==> src/rtl/multicycle_ctrl.sv <==
// Multi-cycle RV32I control FSM: sequences fetch/decode/execute/memory/writeback and counts retired instructions.
// Optional macro ILLEGAL_TRAP_EN: illegal instructions trap (sticky) instead of retiring as a NOP.
module multicycle_ctrl #(
  parameter int CNT_W = 32
) (
  input  logic             clk,
  input  logic             rst,
  input  logic [31:0]      instr,
  input  logic             imem_ready,
  input  logic             dmem_ready,
  input  logic             EQ,
  output logic             imem_req,
  output logic             dmem_req,
  output logic             MemWrite,
  output logic             IRWrite,
  output logic [2:0]       ALUctrl,
  output logic             ALUsrc,
  output logic [1:0]       ImmSrc,
  output logic             RegWrite,
  output logic             ResultSrc,
  output logic             PCWrite,
  output logic             PCsrc,
  output logic [3:0]       state,
  output logic [CNT_W-1:0] retired,
  output logic             illegal
);

  typedef enum logic [3:0] {
    ST_FETCH    = 4'd0,
    ST_DECODE   = 4'd1,
    ST_EXEC_R   = 4'd2,
    ST_EXEC_I   = 4'd3,
    ST_MEM_ADDR = 4'd4,
    ST_MEM_RD   = 4'd5,
    ST_MEM_WR   = 4'd6,
    ST_WB_ALU   = 4'd7,
    ST_WB_MEM   = 4'd8,
    ST_BRANCH   = 4'd9,
    ST_TRAP     = 4'd10
  } state_t;

  localparam logic [6:0] OP_R  = 7'b0110011;
  localparam logic [6:0] OP_I  = 7'b0010011;
  localparam logic [6:0] OP_LD = 7'b0000011;
  localparam logic [6:0] OP_ST = 7'b0100011;
  localparam logic [6:0] OP_BR = 7'b1100011;

  function automatic logic ir_parity(input logic [31:0] w);
    return ^w;
  endfunction

  function automatic logic [2:0] alu_op_f(input logic [2:0] f3, input logic is_r, input logic f7b5);
    logic [2:0] op;
    case (f3)
      3'b000:  op = (is_r && f7b5) ? 3'b001 : 3'b000;
      3'b111:  op = 3'b010;
      3'b110:  op = 3'b011;
      3'b010:  op = 3'b101;
      default: op = 3'b000;
    endcase
    return op;
  endfunction

  state_t           state_q, state_d;
  logic [31:0]      ir_q, ir_d;
  logic             ir_par_q, ir_par_d;
  logic [CNT_W-1:0] retired_q, retired_d;
  logic             illegal_q, illegal_d;

  logic [6:0] opcode_s;
  logic [2:0] f3_s;
  logic       is_r_s, is_i_s, is_lw_s, is_sw_s, is_br_s;
  logic       f3_ok_s, alu_legal_s, ir_perr_s, legal_s;
  logic [2:0] alu_op_s;

  // Decode fields of the latched IR; a parity mismatch marks the IR as corrupted and thus illegal.
  always_comb begin
    opcode_s    = ir_q[6:0];
    f3_s        = ir_q[14:12];
    is_r_s      = (opcode_s == OP_R);
    is_i_s      = (opcode_s == OP_I);
    is_lw_s     = (opcode_s == OP_LD) && (f3_s == 3'b010);
    is_sw_s     = (opcode_s == OP_ST) && (f3_s == 3'b010);
    is_br_s     = (opcode_s == OP_BR) && ((f3_s == 3'b000) || (f3_s == 3'b001));
    f3_ok_s     = (f3_s == 3'b000) || (f3_s == 3'b111) || (f3_s == 3'b110) || (f3_s == 3'b010);
    alu_legal_s = (is_r_s || is_i_s) && f3_ok_s;
    ir_perr_s   = (ir_parity(ir_q) != ir_par_q);
    legal_s     = !ir_perr_s && (alu_legal_s || is_lw_s || is_sw_s || is_br_s);
    alu_op_s    = alu_op_f(f3_s, is_r_s, ir_q[30]);
  end

  // Next-state and Moore outputs (MEM_WR PCWrite and BRANCH PCsrc also look at ready/EQ).
  always_comb begin
    state_d   = state_q;
    ir_d      = ir_q;
    ir_par_d  = ir_par_q;
    illegal_d = illegal_q;
    imem_req  = 1'b0;
    dmem_req  = 1'b0;
    MemWrite  = 1'b0;
    IRWrite   = 1'b0;
    ALUctrl   = 3'b000;
    ALUsrc    = 1'b0;
    ImmSrc    = 2'b00;
    RegWrite  = 1'b0;
    ResultSrc = 1'b0;
    PCWrite   = 1'b0;
    PCsrc     = 1'b0;
    case (state_q)
      ST_FETCH: begin
        imem_req = 1'b1;
        if (imem_ready) begin
          IRWrite  = 1'b1;
          ir_d     = instr;
          ir_par_d = ir_parity(instr);
          state_d  = ST_DECODE;
        end else begin
          state_d  = ST_FETCH;
        end
      end
      ST_DECODE: begin
        if (!legal_s) begin
`ifdef ILLEGAL_TRAP_EN
          state_d   = ST_TRAP;
          illegal_d = 1'b1;
`else
          state_d   = ST_WB_ALU;
`endif
        end else if (is_r_s) begin
          state_d = ST_EXEC_R;
        end else if (is_i_s) begin
          state_d = ST_EXEC_I;
        end else if (is_lw_s || is_sw_s) begin
          state_d = ST_MEM_ADDR;
        end else begin
          state_d = ST_BRANCH;
        end
      end
      ST_EXEC_R: begin
        ALUctrl = alu_op_s;
        state_d = ST_WB_ALU;
      end
      ST_EXEC_I: begin
        ALUctrl = alu_op_s;
        ALUsrc  = 1'b1;
        state_d = ST_WB_ALU;
      end
      ST_WB_ALU: begin
        // Also the NOP step for illegal instructions when trapping is disabled.
        ALUctrl  = alu_legal_s ? alu_op_s : 3'b000;
        ALUsrc   = alu_legal_s ? is_i_s : 1'b0;
        RegWrite = legal_s;
        PCWrite  = 1'b1;
        state_d  = ST_FETCH;
      end
      ST_MEM_ADDR: begin
        ALUsrc  = 1'b1;
        ImmSrc  = is_sw_s ? 2'b01 : 2'b00;
        state_d = is_sw_s ? ST_MEM_WR : ST_MEM_RD;
      end
      ST_MEM_RD: begin
        dmem_req = 1'b1;
        ALUsrc   = 1'b1;
        state_d  = dmem_ready ? ST_WB_MEM : ST_MEM_RD;
      end
      ST_WB_MEM: begin
        RegWrite  = 1'b1;
        ResultSrc = 1'b1;
        PCWrite   = 1'b1;
        state_d   = ST_FETCH;
      end
      ST_MEM_WR: begin
        dmem_req = 1'b1;
        MemWrite = 1'b1;
        ALUsrc   = 1'b1;
        ImmSrc   = 2'b01;
        PCWrite  = dmem_ready;
        state_d  = dmem_ready ? ST_FETCH : ST_MEM_WR;
      end
      ST_BRANCH: begin
        ALUctrl = 3'b001;
        ImmSrc  = 2'b10;
        PCWrite = 1'b1;
        PCsrc   = (f3_s == 3'b000) ? EQ : !EQ;
        state_d = ST_FETCH;
      end
      ST_TRAP: begin
        state_d = ST_TRAP;
      end
      default: begin
        state_d = ST_FETCH;
      end
    endcase
  end

  // Retire counter advances with every PC update and wraps naturally.
  always_comb begin
    if (PCWrite) begin
      retired_d = retired_q + {{(CNT_W-1){1'b0}}, 1'b1};
    end else begin
      retired_d = retired_q;
    end
  end

  // State, IR and counter registers.
  always_ff @(posedge clk or posedge rst) begin
    if (rst) begin
      state_q   <= ST_FETCH;
      ir_q      <= 32'h0000_0000;
      ir_par_q  <= 1'b0;
      retired_q <= {CNT_W{1'b0}};
      illegal_q <= 1'b0;
    end else begin
      state_q   <= state_d;
      ir_q      <= ir_d;
      ir_par_q  <= ir_par_d;
      retired_q <= retired_d;
      illegal_q <= illegal_d;
    end
  end

  assign state   = state_q;
  assign retired = retired_q;
  assign illegal = illegal_q;

endmodule

==> config.mk <==
export PLATFORM = sky130hd
export DESIGN_NAME = multicycle_ctrl
export DESIGN_NICKNAME = d
export VERILOG_FILES = /design/src/rtl/multicycle_ctrl.sv
export SDC_FILE = /design/constraint.sdc
export NUM_CORES = 1
export LEC_CHECK = 0
export CORE_ASPECT_RATIO = 2
export CORE_MARGIN = 8
export CORE_UTILIZATION = 35
export DETAILED_ROUTE_END_ITERATION = 10
export REMOVE_ABC_BUFFERS = 1
export SETUP_SLACK_MARGIN = 0.2
export SLEW_MARGIN = 10
export SYNTH_ARGS = -nofsm -noshare
export SYNTH_HDL_FRONTEND = slang
export SYNTH_SLANG_ARGS = --single-unit
==> constraint.sdc <==
create_clock -name clk -period 2.5 [get_ports clk]
set_input_delay 0.5 -clock clk [delete_from_list [all_inputs] [get_ports clk]]
set_output_delay 0.5 -clock clk [all_outputs]
set_load 0.01 [all_outputs]
## Word-level counts from Yosys, hierarchy flattened

Cells that the tools add are included.

- Register bits after elaboration: 69
- Output and inout port bits: 51

- Add/sub/neg operators: 1
- Equal/unequal tests: 20
- Mux-type cells: 27
- Reductions and logical operators: 26

Operators by type and width:

| operator | number |
|---|---|
| XOR reduction 32 bit | 2 |
| adder 32 x 1 -> 32 bit (second input constant) | 1 |
| one-hot mux 4 bit (7 select lines) | 1 |
| two-way mux 4 bit | 5 |
| equality test 4 x 3 -> 1 bit (second input constant) | 4 |
| equality test 7 x 6 -> 1 bit (second input constant) | 2 |
| equality test 4 bit (second input constant) | 3 |
| two-way mux 1 bit | 12 |
| one-hot mux 3 bit (4 select lines) | 1 |
| logical OR 1 bit | 9 |
| one-hot mux 3 bit (3 select lines) | 1 |
| equality test 4 x 2 -> 1 bit (second input constant) | 2 |
| equality test 7 x 2 -> 1 bit (second input constant) | 1 |
| equality test 7 x 5 -> 1 bit (second input constant) | 1 |
| equality test 7 bit (second input constant) | 1 |
| equality test 3 bit (second input constant) | 2 |
| logical AND 1 bit | 6 |
| two-way mux 3 bit | 2 |
| one-hot mux 1 bit (2 select lines) | 3 |
| one-hot mux 2 bit (3 select lines) | 1 |
| equality test 4 x 1 -> 1 bit (second input constant) | 1 |
| zero test 4 bit | 1 |
| OR reduction 2 bit | 2 |
| OR reduction 4 bit | 1 |
| 8 further kinds | 9 |

## Logic depth before layout (Yosys ltp)

- Word-level depth: 11
- Gate-level depth with buffers: 9

## Least setup slack after synthesis

No wires, ideal clock.

- Kind: flip-flop to output port
- Start: register ir_q[17]
- End: output RegWrite
- Arrival: 2.002 ns
- Data required time: 2.000 ns
- Slack: -0.002 ns
- Stages on the path, launching flop included: 7
- Path through: dfrtp_1 -> xnor2_1 -> xnor3_1 -> xnor3_1 -> xnor3_1 -> nor2_1 -> a41o_1

- Longest elaborated chain between the ends: 5

RTL lines:

| what | RTL line | text |
|---|---|---|
| start: declaration | 65 | `logic [31:0] ir_q, ir_d;` |
| start signal: assignment | 215 | `ir_q <= ir_d;` |
| XOR reduction 32 bit | 49 | `return ^w;` |
| inequality test 1 bit | 87 | `ir_perr_s = (ir_parity(ir_q) != ir_par_q);` |
| zero test 1 bit | 88 | `legal_s = !ir_perr_s && (alu_legal_s \|\| is_lw_s \|\| is_sw_s \|\| is_br_s);` |
| logical AND 1 bit | 88 |  |
| one-hot mux 1 bit (2 select lines) | 109 | `case (state_q)` |
| end: declaration | 19 | `output logic RegWrite,` |

Every way passes these cells.

## Worst setup path after layout

- Start: register ir_q[6]
- End: output RegWrite

- Longest elaborated chain between the ends: 8

RTL lines:

| what | RTL line | text |
|---|---|---|
| equality test 7 x 6 -> 1 bit / equality test 7 x 5 -> 1 bit (equally long branches) | 80, 81 |  |
| logical OR 1 bit | 86 | `alu_legal_s = (is_r_s \|\| is_i_s) && f3_ok_s;` |
| logical AND 1 bit | 86 |  |
| logical OR 1 bit (3 in a row) | 88 |  |
| logical AND 1 bit (*) | 88 |  |
| one-hot mux 1 bit (2 select lines) (*) | 109 |  |

Mark *: on every way between the ends. The rest lies on a longest branch, timed or not.

==> flow_summary.yaml <==
status:
  status: "finished, violations left"
  failed_checks: "negative setup slack"
cts:
  cts-root-buf: "clkbuf_16"
  numCtsBuffers: 9
  cts_tree: "done"
  clkSlewWorstSetupHoldPaths_ps: 60
  ctsLongestPathBuffers: 2
  ctsHoldBuffers: 0
  clock_sinks: 69
  clk_latency_ps: 330
  htreeDepth: 3
synthesis:
  ys_types: 41
  synth_top_area_cell: "dfrtp_1"
  synth_area_sq_um: 3840
  synth-seq-cells: 69
  netlist_top_cells_area: "dfrtp_1 45%, xnor2_1 15%, nand2_1 10%"
  ys_seq_area_frac: 0.449
  synth_cells: 415
  avgSynthCellArea_sq_um: 9.26
  synth_top_cell_area_share: 0.449
  yosys_warnings: 0
finish:
  antenna_cells: 0
  fin_cells: 698
  layout_common_cells: "105 x nand2_1, 74 x clkdlybuf4s50_1, 68 x dfrtp_1"
  fin_area_sq_um: 5670
  layout_commonest_cell: "nand2_1"
  syn_to_final_growth_pct: 47.6
  nets: 601
  drive_gt1_frac: 0.206
run:
  max_cap_violations: 0
timing:
  timing_hold_violations_final: 0
  clock.fmax_mhz: 349
  fin_crit_sh: 1.15
  min_period_ps: 2870
  rsz0062_at_grt: "yes"
  setup_violations: 1
  whs_ps: 469
  postLayoutSetupSlackWorst_ps: -367
  fin_skew_ps: 5.66
  maxSlewViolCount: 0
critical_path:
  r2r-start: "ir_q[6]"
  crit_fanout: 2
  cp-end-kind: "output port"
  reg2reg_depth: 7
  path_class: "flip-flop to output port"
  worstPathArrival_ps: 2370
  cp.required_ps: 2000
  r2r_end: "state[3]"
  cp-start-kind: "flip-flop"
  rrSetupSlack_ps: 110
placement:
  portBuffers: 86
  place_congestion: 0.775
  placed_cells: 662
  dpl-instance-area_sq_um: 5100
  dp_hpwl_mm: 7.82
floorplan:
  io_pins: 88
  die-area_sq_um: 14800
  rows: 54
  die_x_um: 90.1
  core_area_sq_um: 10800
  initial_core_util: 0.355
  die_h_um: 164
route:
  first_pass_iters: 4
  ant_nets: 0
  drc: 0
  routedWlPerCell_um: 14.8
  via_count: 3274
  wl_mm: 10.3
  drt_iter0_markers: 57
  drt-vias-per-instance: 4.69
power:
  p_leak_nw: 2.62
  irDropWorstVdd_uv: 945
  power_density_nw_per_um2: 1340
global_route:
  antenna_found_initial: 0
  grt_pass1_vias: 3611
  grt_pass1_wl_mm: 17.0
  grt_usage: 0.145
  grt-ovfl-total: 0
  grt_max_degree: 70
hold_path:
  min_to: "retired[31]"
  hp-start: "retired[31]"
  holdPathStages: 1
  min_path_type: "flip-flop to flip-flop"
==> registers in the layout, summed over array words and instances (netlist names) <==
signal,cells
ir_par_q,1
state,4
ir_q,32
retired,32
==> worst max-delay path: stages (launching register included) <==
cell and delay (ps):
dfrtp_1 400, xnor2_1 210, xnor2_1 150, xnor3_1 450
xnor3_2 420, nor2_2 110, a41o_1 170, buf_2 130
==> how the worst max path moves through the flow <==
stage          slack (ps)        to  startpoint  cells after the start
2_1_floorplan        -440   IRWrite    state[1]                      3
3_3_place_gp         -700  RegWrite    ir_q[17]                      7
3_5_place_dp         -710  RegWrite    ir_q[17]                      7
4_1_cts              -360  RegWrite     ir_q[4]                      9
5_1_grt              -450  RegWrite     ir_q[4]                     10
6_report             -370  RegWrite     ir_q[6]                      7
==> cell usage after synthesis <==
| cell type | number |
|---|---|
| mux2_2 | 1 |
| nor3b_1 | 1 |
| and3_1 | 6 |
| inv_1 | 13 |
| ha_1 | 11 |
| a31oi_1 | 3 |
| o211a_1 | 1 |
| nand3_1 | 16 |
| o22ai_2 | 1 |
| o211ai_1 | 1 |
| xnor2_1 | 68 |
| o21ai_0 | 15 |
| nand2b_1 | 3 |
| o22a_1 | 1 |
| clkbuf_1 | 12 |
| o41ai_1 | 1 |
| nor4_1 | 1 |
| nand4b_1 | 1 |
| nand3b_1 | 2 |
| a41o_1 | 2 |
| nor2b_1 | 3 |
| nand2_1 | 107 |
| a21boi_0 | 1 |
| buf_1 | 2 |
| or2_1 | 1 |
| o21a_1 | 1 |
| xor2_1 | 17 |
| or2_2 | 1 |
| conb_1 | 1 |
| and3b_1 | 1 |
| o22ai_1 | 2 |
| nand4_1 | 7 |
| o31a_1 | 1 |
| xnor2_2 | 1 |
| dfrtp_1 | 69 |
| nor2_1 | 18 |
| o41ai_2 | 1 |
| xnor3_1 | 3 |
| nor3_1 | 11 |
| buf_4 | 1 |
| a21oi_1 | 6 |
==> per-stage QoR <==
stage | total power, W | TNS (ps) | setup slack (ps) | utilization
2_1_floorplan | 0.00406 | -6670 | -439 | -
3_3_place_gp | 0.00532 | -958 | -704 | 0.472
3_5_place_dp | 0.00536 | -1080 | -710 | 0.472
4_1_cts | 0.00715 | -363 | -363 | 0.520
5_1_grt | 0.00801 | -649 | -453 | 0.525
6_report | 0.00760 | -367 | -367 | 0.525
==> logic make-up after synthesis <==
group | synth area share
AO/OA/AOI/OAI | 0.0635
XOR/XNOR | 0.216
adder cells (fa/ha/maj) | 0.0358
buffers and inverters | 0.0283
flip-flops | 0.449
multiplexers | 0.00293
other | 0.000976
AND/OR/NAND/NOR | 0.204
==> cell type report <==
class | count | area [sq um]
Clock inverter | 6 | 63.8
Clock buffer | 10 | 229
Fill cell | 1021 | 5140
Timing Repair Buffer | 142 | 1280
Tap cell | 140 | 175
Sequential cell | 69 | 1730
Multi-Input combinational cell | 318 | 2150
Inverter | 13 | 48.8
==> where the power goes <==
| part | switching [W] | total (W) | internal, W |
|---|---|---|---|
| clock | 0.000464 | 0.00123 | 0.000769 |
| sequential | 0.000264 | 0.00170 | 0.00144 |
| combinational | 0.00200 | 0.00466 | 0.00266 |
| total | 0.00273 | 0.00760 | 0.00487 |
==> layer usage <==
metal / share of wire / up-vias / GRT usage / wire (um)
met3: 0.051 / 13 / 0.0462 / 527
li1: - / 1629 / - / -
met5: 0 / - / 0 / 0
met4: 0.022 / 0 / 0.0694 / 230
met1: 0.36 / 1572 / 0.129 / 3670
met2: 0.57 / 60 / 0.283 / 5870
==> what timing repair did <==
action                     CTS  global route
gates resized for setup     59            13
setup endpoints to repair   17            13
pin swaps                   16             4
buffers inserted            18             2
Power figures use the tool's default switching activity.
